## src/rtl/pdm_mic_capture.sv

```systemverilog
// rtl/pdm_mic_capture.sv - PDM mic front end: bit clock, boxcar decimation, FWFT sample FIFO
module pdm_mic_capture #(
    parameter int CLK_DIV  = 8,
    parameter int DECIM    = 64,
    parameter int DEPTH    = 16,
    localparam int SAMPLE_W = $clog2(DECIM) + 1,
    localparam int LVL_W    = $clog2(DEPTH) + 1
) (
    input  logic                mclk,
    input  logic                reset,
    input  logic                enable,
    input  logic                stereo,
    input  logic                mono_ch,
    output logic                pdm_clk,
    input  logic                pdm_data,
    output logic [SAMPLE_W-1:0] pcm_data,
    output logic                pcm_chan,
    output logic                pcm_valid,
    input  logic                pcm_ready,
    output logic [LVL_W-1:0]    fifo_level,
    output logic                overflow,
    input  logic                clear_ovf
);

    localparam int CW = $clog2(CLK_DIV);
    localparam int BW = $clog2(DECIM);
    localparam int PW = $clog2(DEPTH);
    localparam logic [CW-1:0]       CNT_L    = CW'(CLK_DIV / 2 - 1);
    localparam logic [CW-1:0]       CNT_R    = CW'(CLK_DIV - 1);
    localparam logic [BW-1:0]       BIT_LAST = BW'(DECIM - 1);
    localparam logic [SAMPLE_W-1:0] MID      = SAMPLE_W'(DECIM / 2);
    localparam logic [LVL_W-1:0]    FULL_LVL = LVL_W'(DEPTH);

    logic [CW-1:0]       cnt, cnt_nxt;
    logic [BW-1:0]       bit_cnt;
    logic [SAMPLE_W-1:0] acc_l, acc_r, sum_l, sum_r, ds_ext, wr_sample;
    logic                sync1, ds, en_q, mode_stereo, mode_ch;
    logic                l_take, r_take, last_bit, wr_req, wr_chan;

    assign cnt_nxt   = (cnt == CNT_R) ? '0 : cnt + 1'b1;
    assign l_take    = enable && (cnt == CNT_L) && (mode_stereo || !mode_ch);
    assign r_take    = enable && (cnt == CNT_R) && (mode_stereo || mode_ch);
    assign last_bit  = (bit_cnt == BIT_LAST);
    assign ds_ext    = {{(SAMPLE_W-1){1'b0}}, ds};
    assign sum_l     = acc_l + ds_ext;
    assign sum_r     = acc_r + ds_ext;
    // L and R sample cycles are half a period apart, so at most one write per cycle
    assign wr_req    = (l_take || r_take) && last_bit;
    assign wr_chan   = r_take;
    assign wr_sample = (r_take ? sum_r : sum_l) - MID;

    always_ff @(posedge mclk) begin
        if (reset) begin
            sync1       <= 1'b0;
            ds          <= 1'b0;
            en_q        <= 1'b0;
            mode_stereo <= 1'b0;
            mode_ch     <= 1'b0;
            cnt         <= '0;
            pdm_clk     <= 1'b0;
            bit_cnt     <= '0;
            acc_l       <= '0;
            acc_r       <= '0;
        end else begin
            sync1 <= pdm_data;
            ds    <= sync1;
            en_q  <= enable;
            if (enable && !en_q) begin
                mode_stereo <= stereo;
                mode_ch     <= mono_ch;
            end
            if (!enable) begin
                cnt     <= '0;
                pdm_clk <= 1'b0;
                bit_cnt <= '0;
                acc_l   <= '0;
                acc_r   <= '0;
            end else begin
                cnt     <= cnt_nxt;
                pdm_clk <= (cnt_nxt <= CNT_L);
                if (cnt == CNT_R)
                    bit_cnt <= bit_cnt + 1'b1;
                if (l_take)
                    acc_l <= last_bit ? '0 : sum_l;
                if (r_take)
                    acc_r <= last_bit ? '0 : sum_r;
            end
        end
    end

    logic [SAMPLE_W:0]   mem [DEPTH];
    logic [PW-1:0]       wr_ptr, rd_ptr;
    logic [LVL_W-1:0]    level;
    logic [SAMPLE_W:0]   head;
    logic                full, push, pop;

    assign full = (level == FULL_LVL);
    assign pop  = pcm_valid && pcm_ready;
    // a pop in the same cycle frees the slot, so a write at full is still accepted
    assign push = wr_req && (!full || pop);

    always_ff @(posedge mclk) begin
        if (push && !reset)
            mem[wr_ptr] <= {wr_chan, wr_sample};
    end

    always_ff @(posedge mclk) begin
        if (reset) begin
            wr_ptr   <= '0;
            rd_ptr   <= '0;
            level    <= '0;
            overflow <= 1'b0;
        end else begin
            if (push)
                wr_ptr <= wr_ptr + 1'b1;
            if (pop)
                rd_ptr <= rd_ptr + 1'b1;
            case ({push, pop})
                2'b10:   level <= level + 1'b1;
                2'b01:   level <= level - 1'b1;
                default: level <= level;
            endcase
            if (wr_req && full && !pop)
                overflow <= 1'b1;
            else if (clear_ovf)
                overflow <= 1'b0;
        end
    end

    assign head       = mem[rd_ptr];
    assign pcm_valid  = (level != '0);
    assign pcm_data   = pcm_valid ? head[SAMPLE_W-1:0] : '0;
    assign pcm_chan   = pcm_valid & head[SAMPLE_W];
    assign fifo_level = level;

endmodule

```

## config.mk

```make
export PLATFORM = sky130hd
export DESIGN_NAME = pdm_mic_capture
export DESIGN_NICKNAME = d
export VERILOG_FILES = /design/src/rtl/pdm_mic_capture.sv
export SDC_FILE = /design/constraint.sdc
export NUM_CORES = 1
export LEC_CHECK = 0
export ABC_AREA = 1
export CAP_MARGIN = 20
export CELL_PAD_IN_SITES_DETAIL_PLACEMENT = 0
export CELL_PAD_IN_SITES_GLOBAL_PLACEMENT = 1
export CORE_MARGIN = 5
export CORE_UTILIZATION = 52
export CTS_CLUSTER_DIAMETER = 120
export CTS_CLUSTER_SIZE = 16
export DETAILED_ROUTE_END_ITERATION = 6
export PLACE_DENSITY = 0.81
export SLEW_MARGIN = 0
export SYNTH_ARGS = -nofsm -noshare
export SYNTH_HDL_FRONTEND = slang
export SYNTH_SLANG_ARGS = --single-unit
```

## constraint.sdc

```tcl
create_clock -name mclk -period 3.65 [get_ports mclk]
set_input_delay 1.095 -clock mclk [delete_from_list [all_inputs] [get_ports mclk]]
set_output_delay 1.095 -clock mclk [all_outputs]
set_load 0.03 [all_outputs]
```

# Yosys cells after proc, flatten, opt, wreduce, memory -nomap -nowiden
# Memory sizes are Yosys's and may differ from the RTL's. A register that Yosys moved wholly into a read port is not among the register bits.
# Cells that the tools add are included.
# op_classes
addsub	9
order_cmp	1
eq_ne	6
mux	12
n_bitwise	2
n_reduce_logical	24
# ops
op	count
$mux 7	4
$add 7x1->7	2
$logic_and 1x1->1	11
$pmux 5 s2	1
$add 4x1->4 const B	2
$mux 4	2
$sub 7x6->7 const B	1
$add 6x1->6 const B	1
$eq 6x6->1 const B	1
$add 5x1->5 const B	1
$eq 5x5->1 const B	1
$logic_not 1->1	5
$reduce_bool 5->1	1
$sub 5x1->5 const B	1
$logic_or 1x1->1	4
$mux 1	4
$reduce_bool 2->1	2
$add 3x1->3 const B	1
$eq 3x2->1 const B	1
$eq 3x3->1 const B	1
$le 3x2->1 const B	1
$mux 3	1
$eq 2x1->1 const B	1
$eq 2x2->1 const B	1
other kinds (3)	3
# totals
ff_bits	43
ramBits	128
inputBits	8
out_inout_bits	16
wordCells	69
n_memories	1
# memory_table
memory	words	word_bits	rd	rd_ports_with_merged_regs	write_ports	line_no	text
mem	16	8	1	1	1	91	logic [SAMPLE_W:0] mem [DEPTH];

# Depth between registers and ports, before layout
# Gate-level depths: netlist (run 1).
# depth
ltp_word	9
mapped_depth	19

# Worst setup path after synthesis (run 1)
# No wires, ideal clock.
# synth_timing
kind	in2reg
startpoint	in enable
endpoint	mem mem[13][0] (netlist bit), enable pin
setup_time_ps	383
arrival_time_ps	2283
t_required_ps	3267
path_slack_ps	984
stages	8
n_path_buf	0
path_cell_list	nand2_1 inv_1 nand2_2 nand2_4 nand3_4 inv_2 nand2_2 nor3_1
# synth_via
elab_chain_cells	8
elab_cells_between_ends	10
# synth_rtl
item	line_no	text
from (decl)	11	input logic enable,
$logic_and 1x1->1, on equally long branches (2 in series)	41, 42	
$logic_or 1x1->1 (*)	48	assign wr_req = (l_take || r_take) && last_bit;
$logic_and 1x1->1 (*)	48	
$logic_and 1x1->1 (*)	100	assign push = wr_req && (!full || pop);
$logic_and 1x1->1 (*)	103	if (push && !reset)
$mux 1 (*)	103	
$mux 1 (not written as such) (*)	104	mem[wr_ptr] <= {wr_chan, wr_sample};
to (decl)	91	
# Mark *: on every way between the ends. The rest lies on a longest branch, timed or not.

==> summary.md, run 1 <==
| Metric | Value |
|---|---|
| Cell Pwr Density | 441 nW/µm² |
| Gpl congestion | 0.824 |
| Fraction of registers with async set/reset | 0% |
| Sw Share | 18.7% |
| Starting Density | 53.0% |
| Status | finished clean |
| Area of the multi-input gates | 2520 µm² |
| Cts bufs inserted | 17 |
| Top-count cell post-synth | nand2_1 |
| H-tree depth | 4 |
| Overflow after GRT | 0 |
| # DRC | 0 |
| Max frequency | 0.287 GHz |
| CP Launch Type | flip-flop |
| Leak | 3.35 nW |
| Endpoint class of the critical path | output pin |
| Period utilisation layout | 95.3% |
| Critical-path cell list | inv_1 > nand3_1 > nand2_1 > nand2_1 > a21oi_1 > buf_4 |
| Mean post-synth cell area | 10.1 µm² |
| Die area | 17,300 µm² |
| Antenna cells | 0 |
| CP delay by family, top | buffers and inverters |
| Unrepaired setup endpoints after global routing | false |
| Post-CTS Setup Bufs | 0 |
| Hold Vio Cnt, Final | 0 |
| First-pass GRT wire length | 27,300 µm |
| EDFF count, synth | 128 |
| Primary FF master, synth | edfxtp_1 |
| Die Span Y | 131 µm |
| Port bufs | 23 |
| Pre-CTS setup slack | 0.312 ns |
| Worst-path fanout max | 24 |
| Worst EP arrival | 2.38 ns |
| I/O pin count | 24 |
| Final nets | 827 |
| Psw | 0.722 mW |
| Routed Antenna Nets | 0 |
| Fin area | 8740 µm² |
| Reg area | 4790 µm² |
| Clk_lat worst skew | 0.43 ns |
| Fraction of layout cells with a size suffix above 1 | 11.4% |
| Maxcap violations | 0 |
| CTS tree | yes |
| Area growth syn-to-layout | 13.9% |
| Synth Register Bits | 175 |
| Final setup TNS | 0 ns |
| Largest net degree at the start of global routing | 65 |
| Worst vdd ir | 0.000328 V |
| Sequential power share | 54.8% |
| WP data required | 2.55 ns |
| Antenna violations before repair | 0 |
| Total track usage | 19.8% |
| Hpwl dp | 10,500 µm |
| Root Driver | clkbuf_16 |
| Number of global-route vias before repair | 5,299 |
| Fin. max-slew vios | 0 |
| DR WL/cell | 16.4 µm |
| Crit path kind | reg -> out |
| Worst Hold Depth | 2 |
| Mapped Area | 7680 µm² |
| PnR worst setup slack | 0.170 ns |
| WP depth | 6 |
| Synth top cells by count | nand2_1 (210), edfxtp_1 (128), nand3_1 (85) |
| Clk pin slew, worst setup/hold paths | 0.06 ns |
| DRT iter0 DRCs | 439 |
| Post-CTS Hold Fix Bufs | 0 |
| Clk buf depth | 2 |
| Largest cells by area after synthesis | edfxtp_1 (50%), dfxtp_1 (12%), nand2_1 (10%) |
| Via count | 5,364 |
| Internal | 3.13 mW |
| Vias per std cell | 5.37 |
| Site Rows | 44 |
| Fill cells | 1,231 |
| Worst Skew | 0.00672 ns |
| Clk pwr share | 44.2% |
| Worst path buffer plus inverter count | 2 |
| Most used cell, CP | nand2_1 |
| Yosys cell types | 36 |
| Post-Syn Nets | 787 |
| Logic gate share of total power | 1.0% |
| Reg2Reg Depth | 12 |
| Final WL | 16,400 µm |
| Placed cell area | 8190 µm² |
| Post-cts repair resize count | 0 |
| Synth Instances | 762 |
| Core box area | 14,500 µm² |
| Post-synth top area cell | edfxtp_1 |
| Tmin final | 3.48 ns |
| Relative slew slack | 43.3% |
| Sequential area share after synthesis | 62.3% |
| Clock Sinks | 175 |
| Final setup fails | 0 |
| Hold Crit Class | reg -> reg |
| Slowest cell delay on critical path | 0.68 ns |
| Area share of the largest cell type after synthesis | 50.1% |
| Drt pass-1 iters | 5 |
| Least-Margin Pin Slew | 0.849 ns |
| Chip width | 131 µm |
| Slowest-stage cell, CP | inv_1 |
| Synth warnings | 0 |
stage by stage:
step / utilization (%) / std cells / total power [mW] / hold WS (ns)
after floorplan: - / 762 / 2.18 / 0.388
after global placement: 56.6 / 967 / 2.19 / 0.395
after detailed placement: 56.6 / 967 / 2.19 / 0.398
after CTS: 60.4 / 999 / 3.89 / 0.406
after global routing: 60.4 / 999 / 3.98 / 0.434
final: 60.4 / 999 / 3.86 / 0.406
logic make-up (layout without fill, tap and decap cells):
kind of cell             count (synthesis)  in the layout  share of synthesized area (%)
adder cells (fa/ha/maj)                 17             17                           2.87
AND/OR/NAND/NOR                        387            387                           22.7
AO/OA/AOI/OAI                           91             91                           6.29
flip-flops                             175            175                           62.3
XOR/XNOR                                 8              8                          0.913
buffers and inverters                   84            137                           4.87
worst register-to-register path, stage by stage, from the launching register on:
cell,delay [ns]
dfxtp_1,0.33
ha_1,0.19
ha_1,0.32
nand2_1,0.11
inv_2,0.08
nand2_4,0.06
buf_4,0.18
inv_2,0.12
nand3_1,0.11
inv_1,0.10
a21oi_1,0.05
nand2_1,0.07
nand2_1,0.40
final timing paths:
kind	startpoint	endpoint	slack (ns)
max	flip-flop	pcm_data[2]	0.17
min	sync1	ds	0.41
max reg2reg	cnt[0]	mem[14][6]	1.11
min reg2reg	sync1	ds	0.41
area by class of cell:
cell class,count,share of cell area (%)
Sequential cell,175,54.7
Inverter,53,2.30
Timing Repair Buffer,52,5.18
Tap cell,184,2.63
Clock buffer,26,5.71
Clock inverter,6,0.658
Multi-Input combinational cell,503,28.8
state kept, by name (all words and copies together) (netlist names), named ones only:
signal / cells
mem: 128
acc_l: 7
acc_r: 7
bit_cnt: 6
fifo_level: 5
rd_ptr: 4
wr_ptr: 4
cnt: 3
ds: 1
en_q: 1
mode_ch: 1
mode_stereo: 1
overflow: 1
pdm_clk: 1
sync1: 1
cells in the final DEF, fill, tap and decap left out, drive strengths merged:
master         instances
nand4                  5
nor3                  10
clkinv                 4
nor2                  59
o21ai                 24
nand2                220
a211oi                 1
fa                     1
buf                   37
nand2b                 2
clkinvlp               1
a31oi                  1
nor3b                  1
dfxtp                 47
a21boi                 1
bufinv                 1
o22ai                  1
a21oi                 55
clkbuf                26
ha                    16
or2                    1
o31ai                  8
inv                   53
nand3                 89
clkdlybuf4s50         15
xor2                   8
edfxtp               128
layer usage:
| layer | routed length, µm | GRT usage (%) | share of wire [%] |
|---|---|---|---|
| met5 | 0 | 0 | 0 |
| met4 | 404 | 7.77 | 2.5 |
| met3 | 774 | 3.78 | 4.7 |
| met2 | 8040 | 33.0 | 49 |
| met1 | 7140 | 25.6 | 44 |
power groups by stage:
stage	Sequential, mW	Combinational [mW]	Clock [mW]
after detailed placement	2.16	0.0378	0
after global routing	2.11	0.0424	1.83
after floorplan	2.16	0.0191	0
final	2.11	0.0371	1.70
after CTS	2.11	0.0379	1.74
after global placement	2.16	0.0372	0
No activity file was read; power rests on OpenSTA's default activity.
==> inputs of run 2 (changes only) <==
- PLACE_DENSITY: 0.81 -> 0.9
- SLEW_MARGIN: 0 -> 30
==> run 2 against run 1 <==
Die area did not move. Global-route usage decreased by 1.1 points. Clock power up 2%. Setup slack lost 0.022 ns. Sequential share of layout area grew 0.19 points. Core utilization shrank 0.21 points. Hold slack gained 0.0055 ns. Via count is the same. Critical endpoint is now pcm_data[0].
==> summary.md, run 2 (synthesis results as in run 1) <==
| Metric | Value |
|---|---|
| Status | finished clean |
| CP Launch Type | flip-flop |
| Fill cells | 1,186 (-3.7%) |
| Largest regs | mem: 128 flops, acc_l: 7 flops, acc_r: 7 flops |
| # DRC | 0 (unchanged) |
| Fin area | 8710 µm² (-0.34%) |
| Starting Density | 53.0% (unchanged) |
| Final setup TNS | 0 ns (unchanged) |
| H-tree depth | 4 (unchanged) |
| Clk pwr share | 44.7% (+0.5 points) |
| Critical hold path startpoint | sync1 |
| Antenna violations before repair | 0 (unchanged) |
| DR WL/cell | 15.9 µm (-3.0%) |
| Final nets | 824 (-0.36%) |
| Finished Core Util | 60.2% (-0.21 points) |
| Maxcap violations | 0 (unchanged) |
| Worst Hold Depth | 2 (unchanged) |
| Cell Pwr Density | 446 nW/µm² (+1.2%) |
| DRT iter0 DRCs | 510 (+16%) |
| Chip width | 131 µm (unchanged) |
| Hold Vio Cnt, Final | 0 (unchanged) |
| Reg2Reg Depth | 18 (+6) |
| Internal | 3.13 mW (about the same) |
| Die Span Y | 131 µm (unchanged) |
| Critical-path cell list | inv_1 > a21oi_1 > o31ai_1 > a21oi_1 > buf_4 |
| Max reg flops | 128 (unchanged) |
| Psw | 0.759 mW (+5.2%) |
| Max frequency | 0.286 GHz (-0.62%) |
| Endpoint class of the critical path | output pin |
| Routed Antenna Nets | 0 (unchanged) |
| Largest net degree at the start of global routing | 61 (-6.2%) |
| First-pass GRT wire length | 25,600 µm (-6.0%) |
| Root Driver | clkbuf_16 |
| Vias per std cell | 5.39 (+0.30%) |
| Clk buf depth | 2 (unchanged) |
| Site Rows | 44 (unchanged) |
| Leak | 3.32 nW (-0.84%) |
| Total track usage | 18.6% (-1.1 points) |
| Clk_lat worst skew | 0.43 ns (about the same) |
| Least-Margin Pin Slew | 0.782 ns (-0.0673 ns) |
| Commonest non-fill, non-tap cell in the layout | nand2_1 |
| Clock Sinks | 175 (unchanged) |
| Commonest non-fill, non-tap cells in the layout | nand2_1 (210), edfxtp_1 (128), nand3_1 (85) |
| Worst-path fanout max | 24 (unchanged) |
| Worst EP arrival | 2.41 ns (+0.03 ns) |
| Sequential power share | 54.3% (-0.5 points) |
| Final WL | 15,800 µm (-3.3%) |
| CTS tree | yes |
| Gpl congestion | 0.792 (-3.9%) |
| Worst Skew | 0.0110 ns (+0.00423 ns) |
| Placed cell area | 8140 µm² (-0.58%) |
| R2R Path End | fifo_level[4] |
| Final setup fails | 0 (unchanged) |
| Die area | 17,300 µm² (unchanged) |
| Worst vdd ir | 0.000302 V (-8.0%) |
| R2r setup slk | 0.98 ns (-0.13 ns) |
| Relative slew slack | 47.8% (+4.5 points) |
| CP delay by family, top | compound AO/OA/AOI/OAI gates |
| Drt pass-1 iters | 5 (unchanged) |
| Reg-to-reg startpoint | cnt[0] |
| Antenna cells | 0 (unchanged) |
| Logic gate share of total power | 1.0% (about the same) |
| Core box area | 14,500 µm² (unchanged) |
| Unrepaired setup endpoints after global routing | true |
| I/O pin count | 24 (unchanged) |
| WP data required | 2.55 ns (about the same) |
| Cts bufs inserted | 17 (unchanged) |
| Worst path buffer plus inverter count | 2 (unchanged) |
| Fin. max-slew vios | 0 (unchanged) |
| Hold Crit Class | reg -> reg |
| Slowest-stage cell, CP | dfxtp_1 |
| Number of global-route vias before repair | 5,154 (-2.7%) |
| Largest reg by FF count | mem |
| Tmin final | 3.50 ns (+0.0219 ns) |
| Hpwl dp | 10,100 µm (-3.7%) |
| Worst hold endpoint | ds |
| Period utilisation layout | 95.9% (+0.60 points) |
| Most used cell, CP | a21oi_1 |
| Sw Share | 19.5% (+0.80 points) |
| Crit path kind | reg -> out |
| Slowest cell delay on critical path | 0.58 ns (-0.10 ns) |
| Port bufs | 23 (unchanged) |
| Clk pin slew, worst setup/hold paths | 0.06 ns (about the same) |
| Via count | 5,364 (unchanged) |
| Fraction of layout cells with a size suffix above 1 | 11.3% (-0.081 points) |
| Area growth syn-to-layout | 13.5% |
| Overflow after GRT | 0 (unchanged) |
| Post-CTS Setup Bufs | 0 (unchanged) |
[run 2: cell count changes in the layout (fill, tap and decap cells not counted), sizes merged]
cell,delta
clkinv,+2
clkinvlp,+3
bufinv,+1
inv,+2
clkbuf,-8
buf,-3
[run 2: worst max path at each step]
stage                   start             to  slack (ns)  cells past startpoint
finish              flip-flop    pcm_data[0]        0.15                      5
global route        flip-flop    pcm_data[0]       -0.02                      5
CTS                 flip-flop    pcm_data[0]         0.1                      8
detailed placement     enable  fifo_level[4]        0.23                     17
global placement       enable  fifo_level[4]        0.34                     17
floorplan              enable     mem[13][0]        0.98                      8
[run 2: stage by stage]
stage	power (mW)	setup slack [ns]	hold WS, ns	cells
floorplan	2.18	0.984	0.388	762
global placement	2.19	0.344	0.402	964
detailed placement	2.19	0.228	0.404	964
CTS	3.92	0.0959	0.413	996
global route	4.03	-0.0233	0.440	996
finish	3.89	0.148	0.411	996
[run 2: worst min-delay path: stages (launching register included)]
cell,delay [ns]
dfxtp_1,0.30
inv_1,0.04
nor2_1,0.03
[run 2: final cells by class]
type / instances / area [µm²] / share of cell area (%)
repair buffers: 49 / 405 / 4.65
inverters: 53 / 204 / 2.34
clock buffers: 18 / 429 / 4.92
flip-flops and latches: 175 / 4790 / 54.9
well taps: 184 / 230 / 2.64
multi-input cells: 503 / 2520 / 28.9
clock inverters: 14 / 143 / 1.64
[run 2: what timing repair did]
action,CTS,global route
hold endpoints to repair,0,0
resized for setup,0,1
hold buffers,0,0
setup endpoints to repair,0,2
[run 2: power by group through the flow]
stage / logic, mW / clock network (mW) / registers [mW]
CTS: 0.0376 / 1.77 / 2.11
detailed placement: 0.0375 / 0 / 2.16
global placement: 0.0366 / 0 / 2.16
global route: 0.0417 / 1.87 / 2.11
floorplan: 0.0191 / 0 / 2.16
finish: 0.0374 / 1.74 / 2.11
[run 2: per-layer routing]
| metal | GRT usage (%) | routed length, µm | vias up |
|---|---|---|---|
| met1 | 24.1 | 7000 | 2510 |
| met4 | 8.23 | 388 | 0 |
| met2 | 30.0 | 7560 | 173 |
| li1 | - | - | 2655 |
| met5 | 0 | 0 | - |
| met3 | 4.43 | 867 | 26 |
